$ cat src/rtl/serial_word_feeder_if.sv
`default_nettype none
// ============================================================================
// Module      : serial_word_feeder_if
// Description : Parallel-in handshake and serial-out frame bundle for the
//               serial word feeder. The master side supplies words and
//               consumes the serial stream. The slave side is the feeder.
// Revision    : 1.0  initial release
// ============================================================================
interface serial_word_feeder_if #(
  parameter int WIDTH = 6
);
  logic [WIDTH-1:0] in_data;
  logic             in_valid;
  logic             in_ready;
  logic             out;
  logic             out_valid;
  logic             out_first;
  logic             out_last;

  modport master (
    output in_data, in_valid,
    input  in_ready, out, out_valid, out_first, out_last
  );

  modport slave (
    input  in_data, in_valid,
    output in_ready, out, out_valid, out_first, out_last
  );
endinterface
`default_nettype wire

$ cat src/rtl/serial_word_feeder.sv
`default_nettype none
// ============================================================================
// Module      : serial_word_feeder
// Description : Accepts a parallel operand word and shifts it out LSB first,
//               one bit per clock. Each frame is the word followed by GUARD
//               extension bits, and frames are separated by GAP idle cycles.
//               First and last frame markers travel with the data.
// Revision    : 1.0  initial release
// ============================================================================
module serial_word_feeder #(
  parameter int WIDTH  = 6,
  parameter int GUARD  = 3,
  parameter int GAP    = 2,
  parameter int SIGNED = 0
) (
  input  logic                 clk,
  input  logic                 reset,
  serial_word_feeder_if.slave  feed
);

  localparam int FRAME = WIDTH + GUARD;
  localparam int BCW   = (FRAME > 1) ? $clog2(FRAME) : 1;
  localparam int GCW   = (GAP > 1) ? $clog2(GAP) : 1;
  localparam logic [BCW-1:0] LAST_BIT = BCW'(FRAME - 1);
  localparam logic [GCW-1:0] LAST_GAP = GCW'((GAP > 0) ? GAP - 1 : 0);

  typedef enum logic [1:0] {
    ST_IDLE  = 2'd0,
    ST_SHIFT = 2'd1,
    ST_GAP   = 2'd2
  } state_t;

  state_t           state_q;
  logic [FRAME-1:0] sr_q;
  logic [BCW-1:0]   bit_cnt_q;
  logic [GCW-1:0]   gap_cnt_q;
  logic             out_q;
  logic             out_valid_q;
  logic             out_first_q;
  logic             out_last_q;

  logic             ext_bit;
  logic [FRAME-1:0] load_word;
  logic [FRAME-1:0] sr_shift;
  logic             ready;
  logic             accept;

  // The guard bits carry either zero or the operand's sign bit.
  assign ext_bit = (SIGNED != 0) ? feed.in_data[WIDTH-1] : 1'b0;

  generate
    if (GUARD > 0) begin : g_guard
      assign load_word = {{GUARD{ext_bit}}, feed.in_data};
    end else begin : g_no_guard
      assign load_word = feed.in_data;
    end
  endgenerate

  // sr_q[0] is always the bit currently on the line, so the next bit is
  // bit 0 of the shifted register.
  assign sr_shift = sr_q >> 1;

  // Ready exactly on the cycle before a new frame may begin, and never while
  // reset is held.
  always_comb begin
    ready = 1'b0;
    if (reset) begin
      case (state_q)
        ST_IDLE:  ready = 1'b1;
        ST_GAP:   ready = (gap_cnt_q == LAST_GAP);
        ST_SHIFT: ready = (GAP == 0) && (bit_cnt_q == LAST_BIT);
        default:  ready = 1'b0;
      endcase
    end
  end

  assign accept = feed.in_valid & ready;

  // Frame sequencing FSM with registered serial outputs.
  always_ff @(posedge clk or negedge reset) begin
    if (!reset) begin
      state_q     <= ST_IDLE;
      sr_q        <= '0;
      bit_cnt_q   <= '0;
      gap_cnt_q   <= '0;
      out_q       <= 1'b0;
      out_valid_q <= 1'b0;
      out_first_q <= 1'b0;
      out_last_q  <= 1'b0;
    end else if (accept) begin
      // An accept can only happen at a frame boundary, so it always loads.
      state_q     <= ST_SHIFT;
      sr_q        <= load_word;
      bit_cnt_q   <= '0;
      gap_cnt_q   <= '0;
      out_q       <= load_word[0];
      out_valid_q <= 1'b1;
      out_first_q <= 1'b1;
      out_last_q  <= (FRAME == 1);
    end else begin
      case (state_q)
        ST_SHIFT: begin
          if (bit_cnt_q != LAST_BIT) begin
            sr_q        <= sr_shift;
            bit_cnt_q   <= bit_cnt_q + BCW'(1);
            out_q       <= sr_shift[0];
            out_first_q <= 1'b0;
            out_last_q  <= ((bit_cnt_q + BCW'(1)) == LAST_BIT);
          end else begin
            state_q     <= (GAP > 0) ? ST_GAP : ST_IDLE;
            sr_q        <= '0;
            gap_cnt_q   <= '0;
            out_q       <= 1'b0;
            out_valid_q <= 1'b0;
            out_first_q <= 1'b0;
            out_last_q  <= 1'b0;
          end
        end
        ST_GAP: begin
          if (gap_cnt_q != LAST_GAP) begin
            gap_cnt_q <= gap_cnt_q + GCW'(1);
          end else begin
            state_q   <= ST_IDLE;
            gap_cnt_q <= '0;
          end
        end
        default: begin
          state_q     <= ST_IDLE;
          out_q       <= 1'b0;
          out_valid_q <= 1'b0;
          out_first_q <= 1'b0;
          out_last_q  <= 1'b0;
        end
      endcase
    end
  end

  assign feed.in_ready  = ready;
  assign feed.out       = out_q;
  assign feed.out_valid = out_valid_q;
  assign feed.out_first = out_first_q;
  assign feed.out_last  = out_last_q;

endmodule
`default_nettype wire

$ cat src/flat_wrapper.sv
// flat-port wrapper written by rule: the top's interface ports become plain ports
module serial_word_feeder_flat 
#(
  parameter int WIDTH  = 6,
  parameter int GUARD  = 3,
  parameter int GAP    = 2,
  parameter int SIGNED = 0
)
  (clk, reset, feed_in_data, feed_in_valid, feed_in_ready, feed_out, feed_out_valid, feed_out_first, feed_out_last);
  serial_word_feeder_if #(.WIDTH(WIDTH)) feed_i ();
  input  logic clk;
  input  logic reset;
  input wire logic [$bits(feed_i.in_data)-1:0] feed_in_data;
  input wire logic [$bits(feed_i.in_valid)-1:0] feed_in_valid;
  output wire logic [$bits(feed_i.in_ready)-1:0] feed_in_ready;
  output wire logic [$bits(feed_i.out)-1:0] feed_out;
  output wire logic [$bits(feed_i.out_valid)-1:0] feed_out_valid;
  output wire logic [$bits(feed_i.out_first)-1:0] feed_out_first;
  output wire logic [$bits(feed_i.out_last)-1:0] feed_out_last;
  assign feed_i.in_data = feed_in_data;
  assign feed_i.in_valid = feed_in_valid;
  assign feed_in_ready = feed_i.in_ready;
  assign feed_out = feed_i.out;
  assign feed_out_valid = feed_i.out_valid;
  assign feed_out_first = feed_i.out_first;
  assign feed_out_last = feed_i.out_last;
  serial_word_feeder #(.WIDTH(WIDTH), .GUARD(GUARD), .GAP(GAP), .SIGNED(SIGNED)) u_core (.clk(clk), .reset(reset), .feed(feed_i));
endmodule
$ cat config.mk
export PLATFORM = sky130hd
export DESIGN_NAME = serial_word_feeder_flat
export DESIGN_NICKNAME = d
export VERILOG_FILES = /design/src/rtl/serial_word_feeder_if.sv /design/src/rtl/serial_word_feeder.sv /design/src/flat_wrapper.sv
export SDC_FILE = /design/constraint.sdc
export NUM_CORES = 1
export LEC_CHECK = 0
export CAP_MARGIN = 25
export CORE_MARGIN = 5
export CORE_UTILIZATION = 51
export CTS_CLUSTER_SIZE = 40
export DETAILED_ROUTE_END_ITERATION = 8
export PLACE_DENSITY_LB_ADDON = 0.3
export SYNTH_ARGS = -nofsm -noshare
export SYNTH_HDL_FRONTEND = slang
export SYNTH_SLANG_ARGS = --single-unit
$ cat constraint.sdc
create_clock -name clk -period 2.2 [get_ports clk]
set_clock_uncertainty 0.05 [all_clocks]
set_input_delay 0.44 -clock clk [delete_from_list [all_inputs] [get_ports clk]]
set_output_delay 0.44 -clock clk [all_outputs]
set_load 0.005 [all_outputs]
==> results of run 1 <==
==> placed cells by master (no fill, tap or decap), types with 2 or more instances in the layout <==
master            n
dfrtp_1          16
nor2_1           16
buf_4             2
nand3_1           2
inv_1             5
clkdlybuf4s50_1  12
ha_1              6
a221oi_1          2
nor2b_1           2
nand3b_1          3
xnor2_1           2
xor2_1            2
o21ai_1           2
a221oi_2          2
a21oi_1           5
clkbuf_4          3
nand2_1          11
==> cells by family after synthesis <==
group                      after synthesis  share of synthesized area (%)
xor gates and xnor gates                 4                          4.006
DFF                                     16                          45.78
adders and majority gates                6                          8.583
muxes                                    1                          1.145
buffers and inverters                    8                          5.293
AOI/OAI and AO/OA                       15                          12.59
and+or+nand+nor                         39                          22.60
==> worst reg2reg max path: stages, from the launching register on <==
cell and delay [ps]:
dfrtp_1 390, inv_1 70, ha_1 220, a21oi_2 160, and3b_1 250, buf_12 160, a221oi_1 220, nor2_1 80
==> registers in the layout, indices dropped and copies added, names as in the netlist <==
register and flops:
u_core.bit_cnt_q 4, u_core.feed.out 1, u_core.feed.out_first 1, u_core.feed.out_last 1
u_core.feed.out_valid 1, u_core.gap_cnt_q 1, u_core.sr_q 5, u_core.state_q 2
==> layer usage <==
layer | part of all wire (%) | vias to the layer above | track usage, %
li1 | - | 333 | -
met1 | 47 | 311 | 17.03
met2 | 45 | 15 | 20.34
met3 | 5.9 | 2 | 4.082
met4 | 1.4 | 0 | 10.48
met5 | 0 | - | 0
==> power by group through the flow <==
stage                     sequential, mW  combinational (mW)  clock (mW)
after global routing               0.463               0.357       0.221
after global placement             0.451               0.315           0
final                              0.452               0.324       0.195
after CTS                          0.451               0.325       0.203
after detailed placement           0.457               0.323           0
after floorplan                    0.440               0.236           0
==> path summary, 6_finish.rpt <==
check | start | endpoint | slack (ps)
max | u_core.state_q[0]$_DFFE_PN0P_ | feed_in_ready | 380
min | u_core.feed.out_first$_DFFE_PN0P_ | u_core.feed.out_first$_DFFE_PN0P_ | 430
max reg2reg | u_core.state_q[0]$_DFFE_PN0P_ | u_core.sr_q[2]$_DFFE_PN0P_ | 490
min reg2reg | u_core.feed.out_first$_DFFE_PN0P_ | u_core.feed.out_first$_DFFE_PN0P_ | 430
max in group asynchronous | reset | u_core.sr_q[2]$_DFFE_PN0P_ | 1420
min in group asynchronous | reset | u_core.bit_cnt_q[0]$_DFFE_PN0P_ | 500
==> Yosys cell counts, drive strengths merged <==
library cell  number  area [µm²]
a21oi              6       33.78
dfrtp             16       400.4
nand3b             4       42.54
and2               1       8.760
a31oi              1       6.260
ha                 6       75.07
nor2b              2       12.51
nand2             11       41.29
buf                3       27.52
xor2               2       17.52
and3b              1       8.760
o21ai              3       15.01
xnor2              2       17.52
mux2i              1       10.01
nor2              16       60.06
nand4              1       6.260
nor3b              1       7.510
a21boi             1       7.510
inv                5       18.77
a221oi             4       47.55
nand3              2       10.01
==> per-stage QoR <==
step	cell area, µm²	hold WS, ps	setup WS [ps]	std cells
after floorplan	874.6	94.41	651.4	89
after global placement	1033	410.8	84.48	119
after detailed placement	1033	411.8	103.0	119
after CTS	1070	434.9	13.77	123
after global routing	1072	479.6	301.8	123
final	1072	426.9	377.5	123
==> cell type report <==
| class | instances | area [µm²] | share of cell area, % |
|---|---|---|---|
| flip-flops and latches | 16 | 400.4 | 37.34 |
| multi-input cells | 65 | 427.9 | 39.91 |
| inverters | 5 | 18.77 | 1.750 |
| well taps | 17 | 21.27 | 1.984 |
| repair buffers | 16 | 167.7 | 15.64 |
| clock buffers | 4 | 36.28 | 3.384 |
==> what timing repair did <==
item | 4_1_cts | 5_1_grt
buffers inserted | 0 | 0
endpoints found under the setup margin | 0 | 1
gates resized for setup | 0 | 1
==> impl_metrics.ini, run 1 <==
[routing]
viasPerCell = 5.374
route.vias.total = 661
drc = 0
drtIter0Drc = 13
dr.pass1.iters = 4
wire_per_inst_um = 13.46
ant_nets = 0
wirelength_mm = 1.655

[status]
outcome = complete, no violations

[power]
comb_power_share_pct = 33.3
switchingPower_mw = 0.3254
pwr-share-seq_pct = 46.5
p_sw_share_pct = 33.53
power_frac_clock_pct = 20.1
p_leak_nw = 0.5214
total_power_mw = 0.9705
internal_power_mw = 0.6451
max-vdd-ir-drop_v = 0.0006479
powerDensity_mw_per_mm2 = 905.1

[logic_synthesis]
avgSynthCellArea_um2 = 9.827
syn_area_um2 = 874.6
synthCells = 89
synthesis.nets = 104
ys_ff_latch = 16
ys_types = 26
seq_area_frac_synth_pct = 45.78
synth_warnings = 0

[timing]
setup_tns_ps = 0
hold_viol = 0
rsz0062_at_grt = false
period_share_pct = 82.84
max-slew-margin-rel_pct = 69.99
setup_viol = 0
finalCriticalPeriod_ps = 1822
worst_pin_slew_ps = 448.8
fmax_ghz = 0.5487
drv_slew = 0

[setup_path]
path_cells = inv_1, ha_1, a21oi_2, nor2b_1, dlymetal6s2s_1
critPathCaptureType = output port
critPathLaunchType = flip-flop
reg2regPathDepth = 7
cp.arrival_ps = 1330
cp_max_fo = 3
critPathKind = flip-flop to output port
crit_buf_inv = 2
critPathSlowestCell = dfrtp_1
path_depth = 5
cp.required_ps = 1710
crit_family = flip-flops
critPathMaxStageDelay_ps = 390

[cts]
postCtsHoldBufs = 0
cts.sinks = 16
cts_buffers = 3
clk_pin_slew_ps = 90
cts_root_buf = clkbuf_4
cts_tree = done
clock_latency_ps = 290
ctsLongestPathBuffers = 2
htreeDepth = 1

[floorplan]
start_util_pct = 52.36
pin_count = 14
dieArea_mm2 = 0.002643
row_count = 15
die_y_um = 51.41
coreArea_mm2 = 0.001670
die_w_um = 51.41

[finish]
final_util_pct = 64.19
fill_cells = 142
drive_gt1_share_pct = 11.32
finalNetCount = 122
syn_to_final_growth_pct = 22.60
diodes = 0

[global_routing]
grt.total_usage_pct = 13.91
antenna_found_initial = 0
grt_max_degree = 19
grt_pass1_wl_mm = 2.608
grt_pass1_vias = 607
grt_remaining_overflow = 0

[placed_design]
gp_congestion = 0.7643
dp_hpwl_mm = 1.197
io_buffer_count = 13

[hold_path]
hold_class = flip-flop to flip-flop
hold_depth = 2

[flow_run]
max_cap_viol_count = 0
(Power assumes the default switching activity.)
==> inputs of run 2 (changes only) <==
Clock period 2.2 ns to 1.9 ns, I/O delays scaled along.
==> run 2 against run 1 <==
Compared with the run above:
- sequential power rose by 17%
- non-clock buffer count rose by 3
- combinational power rose by 15%
- final cell count rose by 1.6%
- final area fell by 0.47%
- register-to-register slack got worse by 190 ps
- largest power group unchanged
- global-route usage rose by 0.43 points
- sequential share of layout area rose by 0.18 points
- wire length fell by 0.18%
- die area did not move
- via count rose by 2.3%
- utilization fell by 0.30 points
==> impl_metrics.ini, run 2 (same netlist as run 1, synthesis figures left out) <==
[status]
outcome = complete, no violations

[power]
pwr-share-seq_pct = 49.2
comb_power_share_pct = 34.7
p_sw_share_pct = 34.18
internal_power_mw = 0.7053
p_leak_nw = 0.5138
switchingPower_mw = 0.3663
max-vdd-ir-drop_v = 0.0005666
total_power_mw = 1.072
power_frac_clock_pct = 16.1
powerDensity_mw_per_mm2 = 1004

[placed_design]
post-place-ws_ps = -95.78
placed_cell_area_mm2 = 0.001044
dp_hpwl_mm = 1.278
gp_congestion = 0.7403
io_buffer_count = 13

[floorplan]
start_util_pct = 52.36
pin_count = 14
coreArea_mm2 = 0.001670
row_count = 15
dieArea_mm2 = 0.002643
die_y_um = 51.41
die_w_um = 51.41

[timing]
hold_viol = 0
setup_tns_ps = 0
worst_pin_slew_ps = 263.1
drv_slew = 0
fmax_ghz = 0.5499
finalCriticalPeriod_ps = 1818
rsz0062_at_grt = false
setup_slack_ps = 81.65
max-slew-margin-rel_pct = 82.46
period_share_pct = 95.70
setup_viol = 0

[finish]
ff_latch_area_um2 = 400.4
layout_common_cells = nor2_1, dfrtp_1, clkdlybuf4s50_1
fill_cells = 150
largest_register = u_core.sr_q
drive_gt1_share_pct = 13.89
finalNetCount = 125
largest_reg_flops = 5
reg_top3 = u_core.sr_q x5, u_core.bit_cnt_q x4, u_core.state_q x2
diodes = 0
fin_area_mm2 = 0.001067
syn_to_final_growth_pct = 22.03
multiInputGateArea_um2 = 430.4

[global_routing]
antenna_found_initial = 0
grt_pass1_vias = 683
grt.total_usage_pct = 14.34
grt_max_degree = 19
grt_remaining_overflow = 0
grt_pass1_wl_mm = 2.849

[cts]
ctsLongestPathBuffers = 2
postCtsHoldBufs = 0
cts_root_buf = clkbuf_4
cts_tree = done
clk_pin_slew_ps = 90
htreeDepth = 1
clock_latency_ps = 280
cts.sinks = 16
cts_buffers = 3

[routing]
ant_nets = 0
wirelength_mm = 1.652
drc = 0
drtIter0Drc = 4
viasPerCell = 5.408
wire_per_inst_um = 13.22
route.vias.total = 676
dr.pass1.iters = 3

[setup_path]
cp.arrival_ps = 1390
critPathLaunchType = flip-flop
path_cells = inv_1, ha_2, a21oi_2, nor2b_1, dlygate4sd2_1
critPathMaxStageDelay_ps = 400
critPathKind = flip-flop to output port
critPathCaptureType = output port
critPathSlowestCell = dfrtp_1
r2r_slack_ps = 300
cp.required_ps = 1470
cp_max_fo = 3

[flow_run]
max_cap_viol_count = 0

[hold_path]
hold_class = input pin to async pin
-- run 2: layout make-up --
cell class,instances,area share [%]
inverters,5,1.759
well taps,17,1.993
repair buffers,19,16.30
clock buffers,3,2.110
flip-flops and latches,16,37.51
multi-input cells,65,40.33
-- run 2: per-layer routing --
layer,wire length [µm],track usage [%]
met2,801,24.79
met1,774,16.85
met5,0,0
met4,19,5.240
met3,56,3.790
-- run 2: power groups by stage --
| stage | clock network [mW] | logic [mW] | registers (mW) |
|---|---|---|---|
| CTS | 0.180 | 0.379 | 0.526 |
| finish | 0.173 | 0.371 | 0.528 |
| floorplan | 0 | 0.273 | 0.510 |
| global route | 0.200 | 0.423 | 0.541 |
| global placement | 0 | 0.365 | 0.524 |
| detailed placement | 0 | 0.378 | 0.534 |
-- run 2: path summary, 6_finish.rpt --
path	start	end	cells past startpoint
max	u_core.state_q[0]$_DFFE_PN0P_	feed_in_ready	5
min	reset	u_core.state_q[1]$_DFFE_PN0P_	2
max reg2reg	u_core.state_q[0]$_DFFE_PN0P_	u_core.sr_q[2]$_DFFE_PN0P_	7
min reg2reg	u_core.feed.out_first$_DFFE_PN0P_	u_core.feed.out_first$_DFFE_PN0P_	2
max in group asynchronous	reset	u_core.bit_cnt_q[1]$_DFFE_PN0P_	2
min in group clk	u_core.feed.out_first$_DFFE_PN0P_	u_core.feed.out_first$_DFFE_PN0P_	2
-- run 2: metrics by stage --
step,hold WS (ps),cells,utilization (%)
floorplan,34.41,89,-
global placement,408.8,122,62.47
detailed placement,435.5,122,62.47
CTS,448.3,125,63.90
global route,442.2,125,63.90
finish,435.0,125,63.90
-- run 2: repair_timing --
item,CTS,global route
gates resized for setup,2,0
setup buffers,0,0
setup endpoints to repair,1,0
-- run 2: worst max-delay path: cells and delay by family (launching register included) --
family | cells | cell delay [ps]
AND/OR/NAND/NOR | 1 | 120
adder cells (fa/ha/maj) | 1 | 190
buffers and inverters | 2 | 330
flip-flops | 1 | 400
AO/OA/AOI/OAI | 1 | 60
==> inputs of run 3 (changes only) <==
Settings changed: CORE_MARGIN 5 to unset, CORE_UTILIZATION 51 to 55.
Clock period 1.9 ns to 2.3 ns, I/O delays scaled along.
==> run 3 against run 2 <==
Compared with the run above:
- total power is 18% lower
- wire length fell by 1.5%
- combinational power down 17%
- clock power decreased by 17%
- first-iteration DRC count increased to 2.5 times the previous value
- utilization up 7.1 points
- sequential power shrank 18%
==> impl_metrics.ini, run 3 (same netlist as run 1, synthesis figures left out) <==
[status]
outcome = complete, no violations

[routing]
drc = 0
wirelength_mm = 1.627
drtIter0Drc = 10
route.vias.total = 667
dr.pass1.iters = 4
ant_nets = 0
wire_per_inst_um = 13.23
viasPerCell = 5.423

[setup_path]
critPathKind = flip-flop to output port
cp.arrival_ps = 1690
critPathCaptureType = output port
cp_max_fo = 3
critPathLaunchType = flip-flop
cp.required_ps = 1790

[floorplan]
pin_count = 14
die_w_um = 41.88
dieArea_mm2 = 0.001754
row_count = 14
die_y_um = 41.88
coreArea_mm2 = 0.001489
start_util_pct = 58.74

[cts]
htreeDepth = 1
cts_root_buf = clkbuf_4
postCtsHoldBufs = 0
cts.sinks = 16
ctsLongestPathBuffers = 2
clk_pin_slew_ps = 80
post_cts_buffers = 0
cts_buffers = 3
post_cts_resized = 0
cts_tree = done
clock_latency_ps = 290

[global_routing]
grt_max_degree = 19
top_usage_layer = met2
grt_pass1_vias = 647
grt.total_usage_pct = 22.58
gr-usage-met3_pct = 7.826
grt_remaining_overflow = 0
antenna_found_initial = 0
grt_util_met2_pct = 33.44
met1_usage_pct = 29.14
grt_pass1_wl_mm = 2.863

[timing]
drv_slew = 0
setup_slack_ps = 97.55
max-slew-margin-rel_pct = 71.21
setup_viol = 0
period_share_pct = 95.76
finalCriticalPeriod_ps = 2202
setup_tns_ps = 0
worst_pin_slew_ps = 430.6
fmax_ghz = 0.4540
hold_viol = 0

[finish]
finalNetCount = 124
fill_cells = 128
ff_latch_area_um2 = 400.4
largest_reg_flops = 5
layout_common_cells = nor2_1, dfrtp_1, clkdlybuf4s50_1
syn_to_final_growth_pct = 20.89
drive_gt1_share_pct = 12.15
multiInputGateArea_um2 = 427.9
largest_register = u_core.sr_q
final_util_pct = 71.01
diodes = 0
reg_top3 = u_core.sr_q x5, u_core.bit_cnt_q x4, u_core.state_q x2

[power]
switchingPower_mw = 0.2984
internal_power_mw = 0.5839
pwr-share-seq_pct = 48.9
powerDensity_mw_per_mm2 = 834.5
max-vdd-ir-drop_v = 0.0005364
p_sw_share_pct = 33.82
comb_power_share_pct = 34.9
power_frac_clock_pct = 16.2
p_leak_nw = 0.5095

[placed_design]
post-place-ws_ps = 163.6
gp_congestion = 0.7637
io_buffer_count = 13
dp_hpwl_mm = 1.190

[hold_path]
hold_class = flip-flop to flip-flop

[flow_run]
max_cap_viol_count = 0
==> run 3: final timing paths <==
kind	startpoint	to	slack, ps	depth (start not counted)
hold reg to reg	u_core.feed.out_first$_DFFE_PN0P_	u_core.feed.out_first$_DFFE_PN0P_	440	2
max in group asynchronous	reset	u_core.sr_q[3]$_DFFE_PN0P_	1520	2
hold / removal	u_core.feed.out_first$_DFFE_PN0P_	u_core.feed.out_first$_DFFE_PN0P_	440	2
setup / recovery	u_core.state_q[0]$_DFFE_PN0P_	feed_in_ready	100	5
min in group asynchronous	reset	u_core.bit_cnt_q[1]$_DFFE_PN0P_	500	2
setup reg to reg	u_core.state_q[0]$_DFFE_PN0P_	u_core.feed.out$_DFFE_PN0P_	690	6
==> run 3: worst max-delay path: stages (launching register included) <==
cell and delay [ps]:
dfrtp_1 400, inv_1 90, ha_1 190, a21oi_2 70, nor2b_1 140, clkdlybuf4s50_1 520
==> run 3: cell type report <==
cell class,instances,area share (%)
flip-flops and latches,16,37.87
clock buffers,3,2.130
repair buffers,18,15.86
inverters,5,1.775
multi-input cells,65,40.47
well taps,16,1.893
==> run 3: power by group through the flow <==
stage | Clock [mW] | Combinational (mW) | Sequential, mW
global route | 0.163 | 0.346 | 0.444
global placement | 0 | 0.295 | 0.432
detailed placement | 0 | 0.305 | 0.437
CTS | 0.148 | 0.308 | 0.431
floorplan | 0 | 0.226 | 0.421
finish | 0.143 | 0.308 | 0.431
==> run 3: layer usage <==
| layer | share of wire, % | up-vias |
|---|---|---|
| li1 | - | 334 |
| met1 | 46 | 315 |
| met2 | 47 | 13 |
| met3 | 4.4 | 5 |
| met4 | 2.1 | 0 |
| met5 | 0 | - |
==> run 3: stage by stage <==
step	instances	power, mW	area, µm²	hold slack, ps
floorplan	89	0.6469	874.6	114.4
global placement	119	0.7263	1027	409.6
detailed placement	119	0.7423	1027	422.7
CTS	122	0.8870	1050	442.2
global route	123	0.9525	1057	494.9
finish	123	0.8823	1057	444.3
